[config.mk]
export PLATFORM = sky130hd
export DESIGN_NAME = aclk_keypad_scanner
export DESIGN_NICKNAME = d
export VERILOG_FILES = /design/src/rtl/aclk_keypad_scanner.sv
export SDC_FILE = /design/constraint.sdc
export NUM_CORES = 1
export LEC_CHECK = 0
export BUFFER_PORTS_ARGS = -buffer_cell sky130_fd_sc_hd__buf_2
export CORE_ASPECT_RATIO = 0.5
export CORE_UTILIZATION = 52
export DETAILED_ROUTE_END_ITERATION = 8
export GPL_ROUTABILITY_DRIVEN = 1
export MAX_ROUTING_LAYER = met4
export PLACE_DENSITY = 0.78
export REMOVE_ABC_BUFFERS = 1
export SLEW_MARGIN = 20
export SYNTH_ARGS = -nofsm -noshare
export SYNTH_HDL_FRONTEND = slang
export SYNTH_SLANG_ARGS = --single-unit
export TNS_END_PERCENT = 10
[constraint.sdc]
create_clock -name clk -period 2.35 [get_ports clk]
set_clock_uncertainty 0.15 [all_clocks]
set_input_delay 0.235 -clock clk [delete_from_list [all_inputs] [get_ports clk]]
set_output_delay 0.235 -clock clk [all_outputs]
set_load 0.03 [all_outputs]
[src/rtl/aclk_keypad_scanner.sv]
// 4x3 active-low matrix keypad scanner with column synchroniser, debounce and key encoding.
// Optional build macro AUTO_REPEAT_EN adds auto-repeat of held digit keys.
module aclk_keypad_scanner #(
  parameter int SCAN_DIV     = 4,
  parameter int DEBOUNCE_CNT = 3,
  parameter int REPEAT_SCANS = 16
) (
  input  logic       clk,
  input  logic       rst,
  input  logic [2:0] col_n,
  output logic [3:0] row_n,
  output logic [3:0] key,
  output logic       alarm_button,
  output logic       time_button
);

  localparam int DW = (SCAN_DIV > 1) ? $clog2(SCAN_DIV) : 1;
  localparam int CW = (DEBOUNCE_CNT > 0) ? $clog2(DEBOUNCE_CNT + 1) : 1;
  localparam logic [DW-1:0] DWELL_LAST = DW'(SCAN_DIV - 1);
  localparam logic [CW-1:0] DEB_LAST   = CW'(DEBOUNCE_CNT);
  localparam logic [CW-1:0] DEB_ONE    = CW'(1);
  localparam logic [3:0]    NOKEY      = 4'b1010;

  typedef enum logic [1:0] {
    SCAN         = 2'd0,
    DEBOUNCE     = 2'd1,
    EMIT         = 2'd2,
    WAIT_RELEASE = 2'd3
  } state_t;

  state_t          state_q, state_d;
  logic [2:0]      col_meta_q, col_sync_q;
  logic [DW-1:0]   dwell_q, dwell_d;
  logic [1:0]      row_q, row_d;
  logic [3:0]      row_n_q, row_n_d;
  logic [1:0]      col_q, col_d;
  logic [CW-1:0]   deb_q, deb_d;
  logic [CW-1:0]   rel_q, rel_d;
  logic [3:0]      key_q, key_d;
  logic            alarm_q, alarm_d;
  logic            time_q, time_d;

  logic            sample;
  logic            one_low;
  logic            all_high;
  logic [1:0]      col_idx;
  logic            fire;

`ifdef AUTO_REPEAT_EN
  localparam int RW = $clog2(REPEAT_SCANS + 1);
  localparam logic [RW-1:0] REP_LAST = RW'(REPEAT_SCANS);
  logic [RW-1:0]   rep_q, rep_d;
`else
  localparam int unused_repeat_scans = REPEAT_SCANS;
`endif

  function automatic logic is_digit(input logic [1:0] r, input logic [1:0] c);
    return (r != 2'd3) || (c == 2'd1);
  endfunction

  // Bottom row only holds digit 0 in the middle column; the other rows count 1..9.
  function automatic logic [3:0] digit_code(input logic [1:0] r, input logic [1:0] c);
    if (r == 2'd3) begin
      return 4'd0;
    end
    return ({2'b00, r} * 4'd3) + {2'b00, c} + 4'd1;
  endfunction

  always_comb begin
    one_low = 1'b1;
    col_idx = 2'd0;
    case (col_sync_q)
      3'b110:  col_idx = 2'd0;
      3'b101:  col_idx = 2'd1;
      3'b011:  col_idx = 2'd2;
      default: one_low = 1'b0;
    endcase
  end

  assign all_high = &col_sync_q;
  assign sample   = (dwell_q == DWELL_LAST);

  always_comb begin
    state_d = state_q;
    dwell_d = sample ? '0 : dwell_q + DW'(1);
    row_d   = row_q;
    col_d   = col_q;
    deb_d   = deb_q;
    rel_d   = rel_q;
    fire    = 1'b0;
`ifdef AUTO_REPEAT_EN
    rep_d   = rep_q;
`endif

    case (state_q)
      SCAN: begin
        if (sample) begin
          if (one_low) begin
            col_d = col_idx;
            deb_d = DEB_ONE;
            if (DEB_ONE == DEB_LAST) begin
              fire    = 1'b1;
              state_d = EMIT;
            end else begin
              state_d = DEBOUNCE;
            end
          end else begin
            row_d = row_q + 2'd1;
          end
        end
      end

      DEBOUNCE: begin
        if (sample) begin
          if (one_low && (col_idx == col_q)) begin
            deb_d = deb_q + CW'(1);
            if ((deb_q + CW'(1)) == DEB_LAST) begin
              fire    = 1'b1;
              state_d = EMIT;
            end
          end else begin
            deb_d   = '0;
            row_d   = row_q + 2'd1;
            state_d = SCAN;
          end
        end
      end

      EMIT: begin
        deb_d   = '0;
        rel_d   = '0;
        state_d = WAIT_RELEASE;
`ifdef AUTO_REPEAT_EN
        rep_d   = '0;
`endif
      end

      WAIT_RELEASE: begin
        if (sample) begin
          if (all_high) begin
            if ((rel_q + CW'(1)) == DEB_LAST) begin
              rel_d   = '0;
              row_d   = row_q + 2'd1;
              state_d = SCAN;
            end else begin
              rel_d = rel_q + CW'(1);
            end
          end else begin
            rel_d = '0;
          end
`ifdef AUTO_REPEAT_EN
          // Only the originally latched digit, still alone, keeps the repeat timer running.
          if (one_low && (col_idx == col_q) && is_digit(row_q, col_q)) begin
            if ((rep_q + RW'(1)) == REP_LAST) begin
              rep_d = '0;
              fire  = 1'b1;
            end else begin
              rep_d = rep_q + RW'(1);
            end
          end else begin
            rep_d = '0;
          end
`endif
        end
      end

      default: begin
        state_d = SCAN;
      end
    endcase

    row_n_d = ~(4'b0001 << row_d);
  end

  // Outputs are registered so each pulse is high for exactly the EMIT (or repeat) cycle.
  always_comb begin
    key_d   = NOKEY;
    alarm_d = 1'b0;
    time_d  = 1'b0;
    if (fire) begin
      if (is_digit(row_q, col_idx)) begin
        key_d = digit_code(row_q, col_idx);
      end else if (col_idx == 2'd0) begin
        alarm_d = 1'b1;
      end else begin
        time_d = 1'b1;
      end
    end
  end

  always_ff @(posedge clk or negedge rst) begin
    if (!rst) begin
      col_meta_q <= 3'b111;
      col_sync_q <= 3'b111;
      state_q    <= SCAN;
      dwell_q    <= '0;
      row_q      <= 2'd0;
      row_n_q    <= 4'b1110;
      col_q      <= 2'd0;
      deb_q      <= '0;
      rel_q      <= '0;
      key_q      <= NOKEY;
      alarm_q    <= 1'b0;
      time_q     <= 1'b0;
`ifdef AUTO_REPEAT_EN
      rep_q      <= '0;
`endif
    end else begin
      col_meta_q <= col_n;
      col_sync_q <= col_meta_q;
      state_q    <= state_d;
      dwell_q    <= dwell_d;
      row_q      <= row_d;
      row_n_q    <= row_n_d;
      col_q      <= col_d;
      deb_q      <= deb_d;
      rel_q      <= rel_d;
      key_q      <= key_d;
      alarm_q    <= alarm_d;
      time_q     <= time_d;
`ifdef AUTO_REPEAT_EN
      rep_q      <= rep_d;
`endif
    end
  end

  assign row_n        = row_n_q;
  assign key          = key_q;
  assign alarm_button = alarm_q;
  assign time_button  = time_q;

endmodule

## Word level (Yosys, flattened, before mapping)

Cells that the tools add are included.
W data, S select, Z words.

| storage, ports and cells | value |
|---|---|
| register bits | 28 |
| output and inout bits | 10 |

| operators by class | value |
|---|---|
| add/subtract/negate cells | 6 |
| multipliers | 1 |
| eq/ne operators | 20 |
| shift-type cells | 1 |
| muxes and demuxes | 44 |
| bitwise logic cells | 1 |
| reductions and logical operators | 12 |

Operators by type and width:

| cell | number |
|---|---|
| $mux W2 | 21 |
| $mux W4 | 4 |
| $mux W1 | 14 |
| $ne A2 B2 Y1 const B | 7 |
| $eq A2 B2 Y1 const B | 6 |
| $pmux W2 S3 | 2 |
| $add A2 B1 Y2 const B | 4 |
| $pmux W2 S2 | 2 |
| $pmux W2 S4 | 1 |
| $reduce_and A7 Y1 | 1 |
| $eq A3 B3 Y1 const B | 2 |
| $reduce_and A3 Y1 | 2 |
| $add A4 B1 Y4 const B | 1 |
| $add A4 B2 Y4 | 1 |
| $eq A2 B1 Y1 const B | 2 |
| $logic_not A2 Y1 | 2 |
| $mul A2 B2 Y4 const B | 1 |
| $not A4 Y4 | 1 |
| $reduce_and A4 Y1 | 1 |
| $shl A1 B2 Y4 const A | 1 |
| $eq A3 B2 Y1 const B | 1 |
| $ne A3 B3 Y1 const B | 1 |
| $reduce_bool A3 Y1 | 1 |
| $reduce_or A3 Y1 | 1 |
| other kinds (5) | 5 |

## Logic depth before layout (Yosys ltp)

| logic depth | value |
|---|---|
| word-level depth | 11 |
| gate-level depth with buffers | 9 |
| depth with buffers taken out | 8 |

## Worst setup path after synthesis

Ideal clock, no wire load.

| timing path | value |
|---|---|
| path type | flip-flop to flip-flop |
| from | reg col_sync_q[2] |
| to | reg key_q[2], in the netlist key[2] |
| library setup time | 0.101 ns |
| arrival | 2.046 ns |
| slack | 0.053 ns |
| stages on the path, launching flop included | 8 |
| clock period less this slack | 2.297 ns |
| cells stage by stage | dfstp_2 nand3b_1 inv_1 fa_1 inv_1 fa_1 xor2_1 nor4_1 |

| on the way | value |
|---|---|
| cells in the longest elaborated chain, start to end | 8 |
| elaborated cells on any way between the ends | 18 |
| those cells by class | add/sub: 2; eq/ne: 5; mux: 8; reduce/logical: 3 |

RTL lines:

| item | RTL line | text |
|---|---|---|
| start, declared | 32 | `logic [2:0] col_meta_q, col_sync_q;` |
| start signal, assigned | 210 | `col_sync_q <= col_meta_q;` |
| $eq A3 B2 Y1 or $eq A3 B3 Y1 (tied branches) | 72 | `case (col_sync_q)` |
| $pmux W2 S2 * | 72 |  |
| via col_idx[1] | 46 | `logic [1:0] col_idx;` |
| parallel branches: the longest is 5 deep, another holds $add A4 B2 Y4 | n/a |  |
| $mux W4 * | 180 | `if (fire) begin` |
| via key_d[2] | 39 | `logic [3:0] key_q, key_d;` |
| end signal, assigned | 218 | `key_q <= key_d;` |
| end, declared | 39 |  |

Mark *: on every way through the listed nets, which the timed path passes.
A chain may end at the register's enable or synchronous reset.

## Worst setup path after layout

| timing path | value |
|---|---|
| from | reg col_sync_q[1] |
| to | reg key_q[3], in the netlist key[3] |

Same word-level chain as after synthesis.

==> impl_metrics.csv <==
group,metric,value,unit
outcome,status,"completed",
clock_tree,number_of_levels_in_the_clock_h_tree,1,
critical_path,cp-endpoint,"key[3]",
floorplanning,floorplan.initialDensity,56.6,%
finish,drive_gt1_share,32.5,%
finish,final_net_count,188,
critical_path,critical_path.startpoint_type,"flip-flop",
critical_path,ff2ff_path_depth,8,
floorplanning,die_y,40.1,um
critical_path,critical_path_launch_point,"col_sync_q[1]",
finish,area_of_the_multi_input_gates,769,um2
global_routing,grt_pass1_wl,4680,um
critical_path,reg2reg_end,"key[3]",
global_routing,grt_pass1_vias,1022,
timing,clock.fmax,0.426,GHz
clock_tree,cts_num_sinks,28,
synth,synthesis.instances,138,
synth,netlist.area_leader.share,28.2,%
detailed_routing,detailroute.via_count,1175,
clock_tree,cts_root_buffer,"sky130_fd_sc_hd__clkbuf_8",
synth,post_synth_instance_area,0.00151,mm2
critical_path,timing.critical_path.arrival,2.40,ns
floorplanning,floorplan.die_area,0.00313,mm2
finish,post-route-util,68.4,%
detailed_routing,drc,0,
synth,synthTopCellsByArea,"sky130_fd_sc_hd__dfrtp_1, sky130_fd_sc_hd__dfstp_2, sky130_fd_sc_hd__ha_1",
power_and_ir_drop,combinational_cell_fraction_of_total_power,47.1,%
timing,finalCriticalPeriod,2.35,ns
timing,maxSlewViolCount,0,
detailed_routing,drt_first_pass_iters,4,
floorplanning,placement_rows,13,
power_and_ir_drop,clock_power_share,15.3,%
critical_path,critical_path.cell_chain,"nand3b_1, inv_2, fa_1, buf_4, ha_4, a21o_1, a211oi_2, o21ai_1",
floorplanning,die_w,78.2,um
critical_path,cp_max_fo,6,
global_routing,grtUsageTotal,21.3,%
timing,setup-violations-final,0,
global_routing,grt.overflow.total,0,
critical_path,timing_worst_setup_path_type,"reg2reg",
placed_design,place.gp.congestion,0.814,
detailed_routing,vias_per_cell,5.70,
global_routing,largest_net_degree_at_the_start_of_global_routing,29,
power_and_ir_drop,p_int,0.00107,W
finish,fin_area,0.00182,mm2
floorplanning,core_area,0.00267,mm2
power_and_ir_drop,p_sw,0.000651,W
clock_tree,numCtsBuffers,3,
detailed_routing,route.antenna.remaining_nets,0,
power_and_ir_drop,power_leakage,0.820,nW
power_and_ir_drop,peakVddDrop,393,uV
power_and_ir_drop,seq_power_share,37.6,%
power_and_ir_drop,power_per_cell_area,942,mW/mm2
finish,antenna_cells,0,
critical_path,slowest_stage,"sky130_fd_sc_hd__dfstp_2",
placed_design,dp_worst_setup_slack,-0.120,ns
placed_design,dp_hpwl,2130,um
synth,number_of_distinct_standard_cells_referenced_by_the_synthesized_netlist,50,
global_routing,grt_antenna_before_repair,0,
detailed_routing,detailed_route_wire_length,3010,um
clock_tree,max-clock-path-buffers,2,
critical_path,worstReg2RegStart,"col_sync_q[1]",
detailed_routing,post_detailed_route_wirelength_per_cell,14.6,um
detailed_routing,initialDrtViolationCount,51,
timing,fin_ws,0.00243,ns
power_and_ir_drop,switching_share,37.9,%
timing,max-slew-margin-rel,59.5,%
finish,area_growth_syn_to_layout,20.9,%
clock_tree,cts.reportedPaths.clkPinSlew,0.10,ns
clock_tree,clock_latency,0.27,ns
finish,num-fill-cells,200,
critical_path,worstPathRequired,2.40,ns
timing,final.period_utilization,99.9,%
finish,ff_latch_area,714,um2
synth,synthArstFlopShare,100,%
synth,ys_dominant_reg_cell,"sky130_fd_sc_hd__dfrtp_1",
timing,tightest_slew,0.607,ns
synth,yosysTopAreaCell,"sky130_fd_sc_hd__dfrtp_1",
synth,yosysWarningCount,0,
critical_path,setup.reg_to_reg.worst_slack,0.002,ns
timing,rsz0062_at_grt,"true",
synth,synth-seq-cells,28,
floorplanning,ios,15,
synth,synth_sequential_area_ratio,47.3,%
placed_design,placedInstanceArea,0.00166,mm2
synth,number_of_enable_type_register_cells_in_the_synthesized_netlist,0,
placed_design,numPortBuffers,14,
worst_hold_path,hold_path.class,"reg2reg",
critical_path,slowest_delay,0.60,ns
critical_path,timing.critical_path.to_type,"flip-flop",
job,max_cap_viols,0,
clock_tree,cts_tree,"done",
synth,synth.avg_cell_area,10.9,um2
timing,hold_viol_final,0,
==> worst min path at each step <==
stage	from	end	slack (ns)	depth (start not counted)
after CTS	col_meta_q[2]	col_sync_q[2]	0.21	0
after floorplan	rst	async pin	-0.21	0
final	col_meta_q[1]	col_sync_q[1]	0.21	0
after detailed placement	rst	state_q[0]	0.13	1
after global routing	col_meta_q[1]	col_sync_q[1]	0.21	0
after global placement	rst	dwell_q[0]	0.12	1
==> logic make-up after synthesis <==
group,share of synthesized area (%)
XOR/XNOR,1.16
buffers and inverters,4.73
AO/OA/AOI/OAI,18.6
adder cells (fa/ha/maj),11.8
flip-flops,47.3
AND/OR/NAND/NOR,13.6
multiplexers,2.82
==> cell usage after synthesis (all sizes together) (2+ instances only) <==
| library cell | n |
|---|---|
| mux2 | 2 |
| fa | 2 |
| nor3 | 2 |
| nand2 | 6 |
| a211oi | 2 |
| a21oi | 2 |
| o22ai | 4 |
| ha | 11 |
| dfstp | 11 |
| nand4 | 2 |
| buf | 2 |
| mux2i | 2 |
| nor3b | 2 |
| o41ai | 2 |
| nand3b | 2 |
| inv | 13 |
| o211ai | 2 |
| nor2 | 9 |
| nand2b | 2 |
| or3b | 2 |
| o211a | 2 |
| and4 | 2 |
| o21ai | 13 |
| dfrtp | 17 |
| a41oi | 2 |
| nor2b | 2 |
==> final cells by class <==
class	instances	area share, %
clock buffers	4	2.47
inverters	13	2.67
multi-input cells	94	42.2
flip-flops and latches	28	39.2
well taps	37	2.54
repair buffers	30	11.0
==> power groups by stage <==
stage / Combinational [W] / Clock [W] / Sequential (W)
floorplan: 0.000462 / 0 / 0.000716
CTS: 0.000760 / 0.000266 / 0.000644
global placement: 0.000685 / 0 / 0.000649
finish: 0.000808 / 0.000263 / 0.000646
detailed placement: 0.000721 / 0 / 0.000655
global route: 0.000890 / 0.000296 / 0.000660
==> registers in the layout, indices dropped and copies added, names as in the netlist, named ones only <==
| name | flops |
|---|---|
| alarm_button | 1 |
| deb_q | 2 |
| key | 4 |
| row_n | 4 |
| col_q | 2 |
| col_sync_q | 3 |
| state_q | 1 |
| rel_q | 2 |
| time_button | 1 |
| col_meta_q | 3 |
| row_q | 2 |
| dwell_q | 2 |
==> routing by layer <==
| metal | routed length, um | share of wire (%) | global-route usage (%) | up-vias |
|---|---|---|---|---|
| li1 | - | - | - | 564 |
| met1 | 1440 | 48 | 26.9 | 577 |
| met2 | 1430 | 47 | 37.5 | 32 |
| met3 | 119 | 4.0 | 4.77 | 2 |
| met4 | 19 | 0.63 | 2.78 | 0 |
| met5 | 0 | 0 | - | - |
==> worst max-delay path, delay by kind of cell, from the launching register on <==
| kind | cells | cell delay [ns] |
|---|---|---|
| simple gates | 1 | 0.18 |
| fa+ha+maj | 2 | 0.63 |
| buf+inv | 2 | 0.27 |
| compound gates | 3 | 0.45 |
| flops | 1 | 0.60 |
==> layout by cell type (no fill, tap or decap), types with 2 or more instances in the layout <==
cell / count
sky130_fd_sc_hd__o22ai_1: 4
sky130_fd_sc_hd__buf_2: 14
sky130_fd_sc_hd__o211a_1: 2
sky130_fd_sc_hd__nand2b_1: 2
sky130_fd_sc_hd__o21ai_1: 3
sky130_fd_sc_hd__o41ai_1: 2
sky130_fd_sc_hd__inv_1: 12
sky130_fd_sc_hd__clkbuf_8: 3
sky130_fd_sc_hd__dfrtp_1: 17
sky130_fd_sc_hd__o21ai_2: 2
sky130_fd_sc_hd__nor2_1: 7
sky130_fd_sc_hd__a21oi_1: 2
sky130_fd_sc_hd__buf_4: 12
sky130_fd_sc_hd__mux2_2: 2
sky130_fd_sc_hd__mux2i_1: 2
sky130_fd_sc_hd__nor3b_1: 2
sky130_fd_sc_hd__nand2_1: 6
sky130_fd_sc_hd__o21ai_0: 8
sky130_fd_sc_hd__o211ai_1: 2
sky130_fd_sc_hd__nor2b_1: 2
sky130_fd_sc_hd__ha_1: 10
sky130_fd_sc_hd__a41oi_1: 2
sky130_fd_sc_hd__dfstp_2: 11
sky130_fd_sc_hd__nand3b_1: 2
sky130_fd_sc_hd__dlygate4sd3_1: 4
sky130_fd_sc_hd__nand4_1: 2
==> through the flow <==
stage | hold WS (ns) | TNS [ns] | power [W] | std cells
6_report | 0.210 | 0 | 0.00172 | 206
5_1_grt | 0.214 | -0.190 | 0.00185 | 206
4_1_cts | 0.211 | -0.0953 | 0.00167 | 205
3_5_place_dp | 0.132 | -0.157 | 0.00138 | 194
3_3_place_gp | 0.116 | 0 | 0.00133 | 194
2_1_floorplan | -0.211 | 0 | 0.00118 | 135
==> timing repair <==
item,in CTS,in global routing
cloned,0,0
buffers inserted,3,1
gates resized for setup,3,11
endpoints found under the hold margin,20,0
endpoints found under the setup margin,3,13
hold buffers,4,0
pin swaps,4,7
(Power assumes the default switching activity.)
